$ cat config.mk
export PLATFORM = sky130hd
export DESIGN_NAME = pc_npc_stage
export DESIGN_NICKNAME = d
export VERILOG_FILES = /design/src/rtl/pc_npc_stage.sv
export SDC_FILE = /design/constraint.sdc
export NUM_CORES = 1
export LEC_CHECK = 0
export ABC_AREA = 1
export BUFFER_PORTS_ARGS = -buffer_cell sky130_fd_sc_hd__clkbuf_2
export CELL_PAD_IN_SITES_DETAIL_PLACEMENT = 1
export CELL_PAD_IN_SITES_GLOBAL_PLACEMENT = 1
export CORE_MARGIN = 3
export CORE_UTILIZATION = 33
export DETAILED_ROUTE_END_ITERATION = 16
export PLACE_DENSITY = 0.77
export SYNTH_ARGS = -nofsm -noshare
export SYNTH_HDL_FRONTEND = slang
export SYNTH_SLANG_ARGS = --single-unit
$ cat constraint.sdc
create_clock -name clk -period 2.3 [get_ports clk]
set_clock_uncertainty 0.1 [all_clocks]
set_input_delay 0.115 -clock clk [delete_from_list [all_inputs] [get_ports clk]]
set_output_delay 0.115 -clock clk [all_outputs]
set_load 0.01 [all_outputs]
$ cat src/rtl/pc_npc_stage.sv
// Fetch PC register, IF/ID pipeline register and next-PC select.
// Delayed-branch fetch: the slot instruction always advances into ID.
module pc_npc_stage #(
    parameter logic [31:0] RESET_PC = 32'h0000_3000
) (
    input  logic        clk,
    input  logic        reset,
    input  logic        stall,
    input  logic [1:0]  npc_op,
    input  logic        br,
    input  logic [31:0] rs_fwd,
    input  logic [31:0] instr_if,
    output logic [31:0] pc_if,
    output logic [31:0] instr_id,
    output logic [31:0] pc4_id,
    output logic [31:0] pc8_id,
    output logic        redirect
);

    logic [31:0] pc_q, pc_d;
    logic [31:0] ir_q, ir_d;
    logic [31:0] p4_q, p4_d;
    logic [31:0] seq, btgt, jtgt, npc;

    always_comb begin
        seq  = pc_q + 32'd4;
        btgt = p4_q + {{14{ir_q[15]}}, ir_q[15:0], 2'b00};
        jtgt = {p4_q[31:28], ir_q[25:0], 2'b00};
        npc  = seq;
        unique case (npc_op)
            2'd0: npc = seq;
            2'd1: npc = br ? btgt : seq;
            2'd2: npc = jtgt;
            2'd3: npc = rs_fwd;
        endcase
    end

    // A stall freezes the whole fetch side; npc is simply dropped.
    always_comb begin
        pc_d = npc;
        ir_d = instr_if;
        p4_d = seq;
        if (stall) begin
            pc_d = pc_q;
            ir_d = ir_q;
            p4_d = p4_q;
        end
    end

    always_ff @(posedge clk) begin
        if (!reset) begin
            pc_q <= RESET_PC;
            ir_q <= 32'h0;
            p4_q <= 32'h0;
        end else begin
            pc_q <= pc_d;
            ir_q <= ir_d;
            p4_q <= p4_d;
        end
    end

    assign pc_if    = pc_q;
    assign instr_id = ir_q;
    assign pc4_id   = p4_q;
    assign pc8_id   = p4_q + 32'd4;
    assign redirect = (npc != seq);

endmodule

==> metrics.yaml, run 1 <==
outcome: "finished, violations left"
violations: "setup timing"
clk_path_buf_depth: 2
antenna_cells: 0
cp_top_family: "simple AND/OR/NAND/NOR gates"
rows: 59
grt_setup_unrepaired: "true"
setup_viol: 38
fill_cells: 3539
max-vdd-ir-drop_uv: 449
grt_overflow: 0
final_area_um2: 14900
holdCritPathClass: "input port to register"
avgSynthCellArea_um2: 5.54
path_max_fanout: 8
path_cells: "buf_6, ha_4, nand2_1, nand2_1, nand2_1, nand2_1, nand2_1, nand3_2, a21oi_4, nand2_1, nand2_1, nand3_2, nand2_2, nand2_2, nand3_1, nand2_1, nor2_1, nand2_1, nor2_1, nand2_1, clkbuf_2"
timing.critical_path.from_type: "register"
synth_cell_type_count: 39
max_freq_mhz: 283
synth_cells: 1602
ys_ff_latch: 96
min_period_ns: 3.53
grt_pass1_wl_um: 73000
yosysSeqAreaShare: 0.217
hp-start: "instr_if[15]"
vias_per_cell: 5.73
hold_violations: 0
place_congestion: 0.939
dp_slack_ns: -0.641
die_x_um: 170
cpPeakStageDelay_ns: 0.48
arrival_ns: 3.32
max_cap_viol_count: 0
reg2reg_from: "instr_id[15]"
core_um2: 26300
final.period_utilization: 1.54
clk_latency_ns: 0.38
synth_edf_count: 0
setup_ws_ns: -1.23
nets: 2231
hpwl_um: 35200
synth_area_um2: 8880
initial_core_util: 0.338
yosys_warnings: 0
crit_type: "register to output port"
cts_tree: "built"
grt_usage: 0.319
cts_root_buf: "clkbuf_16"
grt_pass1_vias: 13400
fp.dieH_um: 170
clkSinkCount: 96
postRouteAntennaNets: 0
antenna_found_initial: 3
slew_headroom: 0.437
cp.required_ns: 2.09
synth_common_cells: "503 x nand2_1, 246 x inv_1, 153 x nand3_1, 151 x nor2_1, 136 x o21ai_0"
area_delta_synth_final_pct: 68.4
post-synth-top-count-cell: "nand2_1"
synthArstFlopShare: 0
dr.pass1.iters: 5
avgRoutedWirePerCell_um: 23.3
synth_area_leaders: "dfxtp_1 22%, nand2_1 21%, inv_1 10%, nand3_1 8.6%, o21ai_0 7.7%"
p_leak_nw: 7.93
tightest_slew_ns: 0.844
end_kind: "output port"
numCtsBuffers: 9
drtIter0Drc: 1328
io_buffers: 198
synth_ff_type: "dfxtp_1"
drc: 0
wirelength_um: 57400
crit_path_frequent_cell: "nand2_1"
crit_buf_inv: 2
ios: 199
crit_slowest_cell: "dfxtp_4"
drive_above_1_share: 0.421
dpl_cell_area_um2: 12400
p_per_area_nw_per_um2: 447
synth_top_area_share: 0.217
design.die.area_um2: 28900
h-tree-depth: 3
clkTransAtPathRegs_ns: 0.07
grt_max_degree: 69
yosys.area.top_type: "dfxtp_1"
drv_slew: 0
syn_nets: 1704
vias: 14200
startpoint: "instr_id[15]"
==> tightest hold or removal path, delay by kind of cell <==
family / cells / cell delay, ns
simple gates: 1 / 0.16
buf+inv: 1 / 0.07
compound gates: 1 / 0.14
==> sequential cells by signal, summed over array words and instances (netlist names) <==
register	flops
instr_id	32
pc4_id	32
pc_if	32
==> power by group <==
| part | leakage (nW) | total [W] | internal [W] | switching [W] |
|---|---|---|---|---|
| Clock | 0.147 | 0.00172 | 0.000885 | 0.000836 |
| Sequential | 0.805 | 0.00192 | 0.00179 | 0.000135 |
| Combinational | 6.98 | 0.00304 | 0.00122 | 0.00182 |
==> through the flow <==
| stage | std cells | util | setup TNS (ns) | hold slack, ns | total power, W |
|---|---|---|---|---|---|
| global route | 2469 | 0.569 | -14.72 | 0.0443 | 0.00690 |
| finish | 2469 | 0.569 | -10.67 | 0.0697 | 0.00668 |
| detailed placement | 2387 | 0.473 | -4.15 | 0.261 | 0.00422 |
| global placement | 2387 | 0.473 | -2.84 | 0.246 | 0.00415 |
| CTS | 2445 | 0.516 | -8.02 | 0.0196 | 0.00604 |
| floorplan | 1602 | - | -0.0332 | 0.165 | 0.00301 |
==> layout by cell type, fill, tap and decap left out, drive strengths merged, types with 24 or more instances in the layout <==
cell type / count
nand2: 509
nand3: 158
a21oi: 90
nor3: 24
xor2: 31
clkbuf: 192
ha: 31
nor2: 156
dfxtp: 96
o21ai: 143
buf: 365
dlygate4sd3: 31
inv: 252
==> worst paths after layout <==
check        slack [ns]            to  depth (start not counted)
max               -1.23      redirect                         21
min                0.07  instr_id[15]                          3
max reg2reg       -0.35     pc_if[31]                         16
min reg2reg        0.40  instr_id[22]                          2
==> cell families (layout without fill, tap and decap cells) <==
logic type,Yosys count,in the layout,synth area share
xor+xnor,32,32,0.0316
buf+inv,312,844,0.136
flops,96,96,0.217
fa+ha+maj,32,32,0.0460
compound gates,255,255,0.152
simple gates,875,875,0.418
==> repair_timing <==
item,CTS,global route
gates resized for setup,110,333
buffers inserted,13,26
pin swaps,22,101
setup endpoints to repair,32,47
hold buffers,31,0
hold endpoints to repair,31,0
==> layer usage <==
metal / vias up / GRT usage / wire [µm]
li1: 6144 / - / -
met1: 6805 / 0.421 / 22400
met2: 916 / 0.549 / 26900
met3: 292 / 0.0353 / 5060
met4: 2 / 0.0966 / 3060
met5: - / 0 / 13
==> final cells by class <==
type                            count  area, µm²  share of cell area
Multi-Input combinational cell   1194       7250               0.485
Inverter                          252        952              0.0637
Clock buffer                       12        246              0.0165
Timing Repair Buffer              576       4070               0.272
Sequential cell                    96       1960               0.131
Clock inverter                      4       52.6             0.00352
Tap cell                          335        419              0.0280
No activity file was read; power rests on OpenSTA's default activity.
==> inputs of run 2 (changes only) <==
- CORE_UTILIZATION: 33 -> 25
- PLACE_DENSITY: 0.77 -> 0.61
- RECOVER_POWER: default -> 100
==> metrics.yaml, run 2 (synthesis results as in run 1) <==
reg2reg_from: "instr_id[0]"
io_buffers: 198
die_x_um: 194
arrival_ns: 2.96
setup_ws_ns: -0.878
grt_max_degree: 82
grt_setup_unrepaired: "true"
setup_viol: 33
total_power_w: 0.00603
clkSinkCount: 96
r2r_slack_ns: -0.18
drv_slew: 0
drive_above_1_share: 0.358
timing.critical_path.from_type: "register"
wirelength_um: 45900
hold_violations: 0
rr_worst_depth: 18
drtIter0Drc: 561
dr.pass1.iters: 4
end_kind: "output port"
grt_pass1_vias: 12800
path_max_fanout: 3
p_sw_frac: 0.396
h-tree-depth: 3
cp_top_family: "simple AND/OR/NAND/NOR gates"
max-vdd-ir-drop_uv: 341
vias: 12300
slew_headroom: 0.383
nets: 2225
initial_core_util: 0.255
ios: 199
antenna_found_initial: 1
clkTransAtPathRegs_ns: 0.08
vias_per_cell: 4.77
crit_type: "register to output port"
drc: 0
core_um2: 34800
design.die.area_um2: 37800
max_freq_mhz: 315
clk_path_buf_depth: 2
min_period_ns: 3.18
crit_slowest_cell: "dfxtp_4"
clk_latency_ns: 0.39
antenna_cells: 0
holdCritPathClass: "input port to register"
avgRoutedWirePerCell_um: 17.8
p_clk_frac: 0.250
path_cells: "ha_4, inv_2, fa_2, inv_2, nand2_2, nand2_2, nand3_4, nand2_4, nand2_4, nand2_4, nand2_2, nand3_1, nand3_2, nand2_2, nand2_2, nand3_2, nand2_1, nor2_2, nand2_2, nor2_2, nand2_1, buf_2"
grt_overflow: 0
numCtsBuffers: 9
p_sw_w: 0.00239
crit_path_frequent_cell: "nand2_2"
cts_root_buf: "clkbuf_16"
place_congestion: 0.933
min_path_cells: 2
area_delta_synth_final_pct: 61.7
hpwl_um: 36400
grt_usage: 0.235
tightest_slew_ns: 0.926
tns_ns: -9.70
hp-start: "stall"
final_cell_mix: "441 x nand2_1, 317 x buf_4, 242 x inv_1, 176 x clkbuf_2, 129 x nand3_1"
crit_buf_inv: 3
final.period_utilization: 1.38
postRouteAntennaNets: 0
p_per_area_nw_per_um2: 420
r2r_end: "pc_if[30]"
max_cap_viol_count: 0
cp.required_ns: 2.09
p_int_w: 0.00365
grt_pass1_wl_um: 70500
p_leak_nw: 7.72
violations: "setup timing"
outcome: "finished, violations left"
rows: 68
p_seq_frac: 0.315
dp_slack_ns: -0.703
cpPeakStageDelay_ns: 0.37
cts_tree: "built"
final_common_cell: "nand2_1"
fp.dieH_um: 194
whs_endpoint: "instr_id[1]"
power.share.combinational: 0.436
utilization: 0.412
[run 2: area by class of cell]
class	count	area, µm²
clock buffers	11	233
clock inverters	4	23.8
fillers	4641	20400
inverters	252	950
multi-input cells	1194	6640
flip-flops and latches	96	1950
well taps	455	569
repair buffers	570	4000
[run 2: worst reg2reg max path: cells and delay by family (launching register included)]
kind                     cells  cell delay (ns)
AO/OA/AOI/OAI                2             0.14
AND/OR/NAND/NOR              9             0.76
flip-flops                   1             0.37
adder cells (fa/ha/maj)      2             0.51
buffers and inverters        5             0.48
[run 2: worst max path at each step]
stage / cells past startpoint / endpoint / slack (ns) / from
floorplan: 21 / redirect / -0.03 / pc4_id[2]
global placement: 20 / redirect / -0.65 / instr_id[15]
detailed placement: 20 / redirect / -0.70 / instr_id[15]
CTS: 22 / redirect / -0.94 / instr_id[0]
global route: 22 / redirect / -1.07 / instr_id[15]
finish: 22 / redirect / -0.88 / instr_id[0]
[run 2: through the flow]
step	area (µm²)	hold WS [ns]	std cells
after detailed placement	12600	0.258	2511
after floorplan	8910	0.165	1602
final	14400	0.0322	2582
after CTS	13700	0.0155	2567
after global routing	14400	0.0516	2582
after global placement	12600	0.248	2511
[run 2: power by group through the flow]
stage / logic [W] / clock network, W / registers (W)
5_1_grt: 0.00289 / 0.00161 / 0.00192
3_3_place_gp: 0.00229 / 0 / 0.00192
6_report: 0.00263 / 0.00151 / 0.00190
4_1_cts: 0.00248 / 0.00155 / 0.00189
2_1_floorplan: 0.00100 / 0 / 0.00201
3_5_place_dp: 0.00234 / 0 / 0.00193
[run 2: repair_timing]
item                       4_1_cts  5_1_grt
hold endpoints to repair        32        0
gates resized for setup         90      172
setup endpoints to repair       36       46
hold buffers                    32        0
pin swaps                       17       49
buffers inserted                 9       16
[run 2: metal layers]
layer / up-vias / part of all wire / global-route usage
li1: 6122 / - / -
met4: 2 / 0.013 / 0.0479
met2: 195 / 0.47 / 0.393
met5: - / 0.00041 / 0
met1: 5956 / 0.48 / 0.323
met3: 29 / 0.033 / 0.0338
==> inputs of run 3 (changes only) <==
- GPL_TIMING_DRIVEN: default -> 0
==> metrics.yaml, run 3 (synthesis results as in run 1) <==
cts_tree: "built"
path_max_fanout: 3
grt_usage: 0.236
cp.required_ns: 2.09
hpwl_um: 36300
antenna_found_initial: 0
violations: "setup timing"
core_um2: 34800
ios: 199
p_per_area_nw_per_um2: 453
crit_type: "register to output port"
fin_cells: 2366
final.period_utilization: 1.47
max_freq_mhz: 296
place_congestion: 0.920
clkTransAtPathRegs_ns: 0.08
final_cell_mix: "404 x nand2_1, 236 x inv_1, 130 x clkbuf_2, 119 x nor2_1, 119 x o21ai_0"
grt_pass1_wl_um: 69100
grt_overflow: 0
fill_cells: 4572
h-tree-depth: 3
grt_setup_unrepaired: "true"
cts_root_buf: "clkbuf_16"
drive_above_1_share: 0.285
multiInputGateArea_um2: 7250
grt_pass1_vias: 11800
vias: 11500
p_leak_nw: 6.46
clk_latency_ns: 0.38
avgRoutedWirePerCell_um: 19.6
holdCritPathClass: "input port to register"
grt_max_degree: 17
slew_headroom: 0.348
vias_per_cell: 4.88
outcome: "finished, violations left"
area_delta_synth_final_pct: 48.4
hold_violations: 0
seqCellArea_um2: 1970
nets: 2008
dr.pass1.iters: 5
drv_slew: 0
tightest_slew_ns: 0.977
timing.critical_path.from_type: "register"
setup_ws_ns: -1.07
clkSinkCount: 96
initial_core_util: 0.255
place_inst: 2252
drtIter0Drc: 593
die_x_um: 194
max_cap_viol_count: 0
io_buffers: 195
tns_ns: -12.94
postRouteAntennaNets: 0
end_kind: "output port"
wirelength_um: 46500
numCtsBuffers: 9
dp_slack_ns: -0.952
rows: 68
design.die.area_um2: 37800
max-vdd-ir-drop_uv: 381
fp.dieH_um: 194
min_period_ns: 3.37
arrival_ns: 3.16
clk_path_buf_depth: 2
setup_viol: 32
drc: 0
final_common_cell: "nand2_1"
-- run 3: cell types whose count changed in the layout (fill, tap and decap cells not counted), sizes merged --
cell	change
diode	+1
clkinv	-2
buf	-267
bufinv	+1
clkbuf	+49
inv	+2
-- run 3: where the power goes --
| group | internal (W) | switching, W |
|---|---|---|
| clock network | 0.000915 | 0.000798 |
| logic | 0.000838 | 0.00140 |
| registers | 0.00178 | 0.000238 |
-- run 3: per-layer routing --
| metal | track usage | wire, µm | part of all wire |
|---|---|---|---|
| met1 | 0.317 | 21400 | 0.46 |
| met2 | 0.390 | 21900 | 0.47 |
| met3 | 0.0414 | 2090 | 0.045 |
| met4 | 0.0633 | 998 | 0.021 |
| met5 | 0 | 0 | 0 |
-- run 3: worst max-delay path: stages, from the launching register on --
cell	delay, ns
dfxtp_4	0.37
ha_4	0.14
inv_2	0.04
fa_2	0.40
inv_2	0.09
nand2_2	0.07
nand2_2	0.08
nand3_4	0.08
nand2_4	0.12
nand2_4	0.07
nand2_4	0.09
buf_12	0.12
nand2_4	0.05
nand2_1	0.08
nand2_2	0.06
nand3_4	0.11
nand3_4	0.10
nand3_1	0.11
nand3_1	0.12
nor2_1	0.11
nand2_1	0.06
nor2_1	0.11
nand2_1	0.08
clkbuf_2	0.13
-- run 3: path summary, 6_finish.rpt --
kind                startpoint      endpoint  slack, ns  depth (start not counted)
setup / recovery   instr_id[0]      redirect      -1.07                         23
hold / removal       rs_fwd[3]      pc_if[3]       0.07                          5
setup reg to reg   instr_id[0]     pc_if[20]      -0.35                         20
hold reg to reg   instr_id[27]  instr_id[27]       0.40                          2
-- run 3: layout make-up --
cell class / instances / area share
diodes: 1 / 0.000190
inverters: 252 / 0.0720
plain buffers: 60 / 0.0199
clock buffers: 10 / 0.0190
repair buffers: 293 / 0.141
clock inverters: 5 / 0.00475
flip-flops and latches: 96 / 0.150
multi-input cells: 1194 / 0.550
well taps: 455 / 0.0432
-- run 3: what timing repair did --
item,in CTS,in global routing
setup buffers,42,32
hold endpoints to repair,32,0
hold buffers,32,0
setup endpoints to repair,41,47
resized for setup,238,252
pin swaps,40,98
-- run 3: metrics by stage --
step | hold WS, ns | utilization | power (W) | area, µm²
5_1_grt | 0.0904 | 0.378 | 0.00629 | 13200
3_5_place_dp | 0.261 | 0.300 | 0.00377 | 10500
2_1_floorplan | 0.165 | - | 0.00301 | 8910
6_report | 0.0700 | 0.379 | 0.00597 | 13200
4_1_cts | 0.0659 | 0.357 | 0.00582 | 12400
3_3_place_gp | 0.247 | 0.300 | 0.00373 | 10500
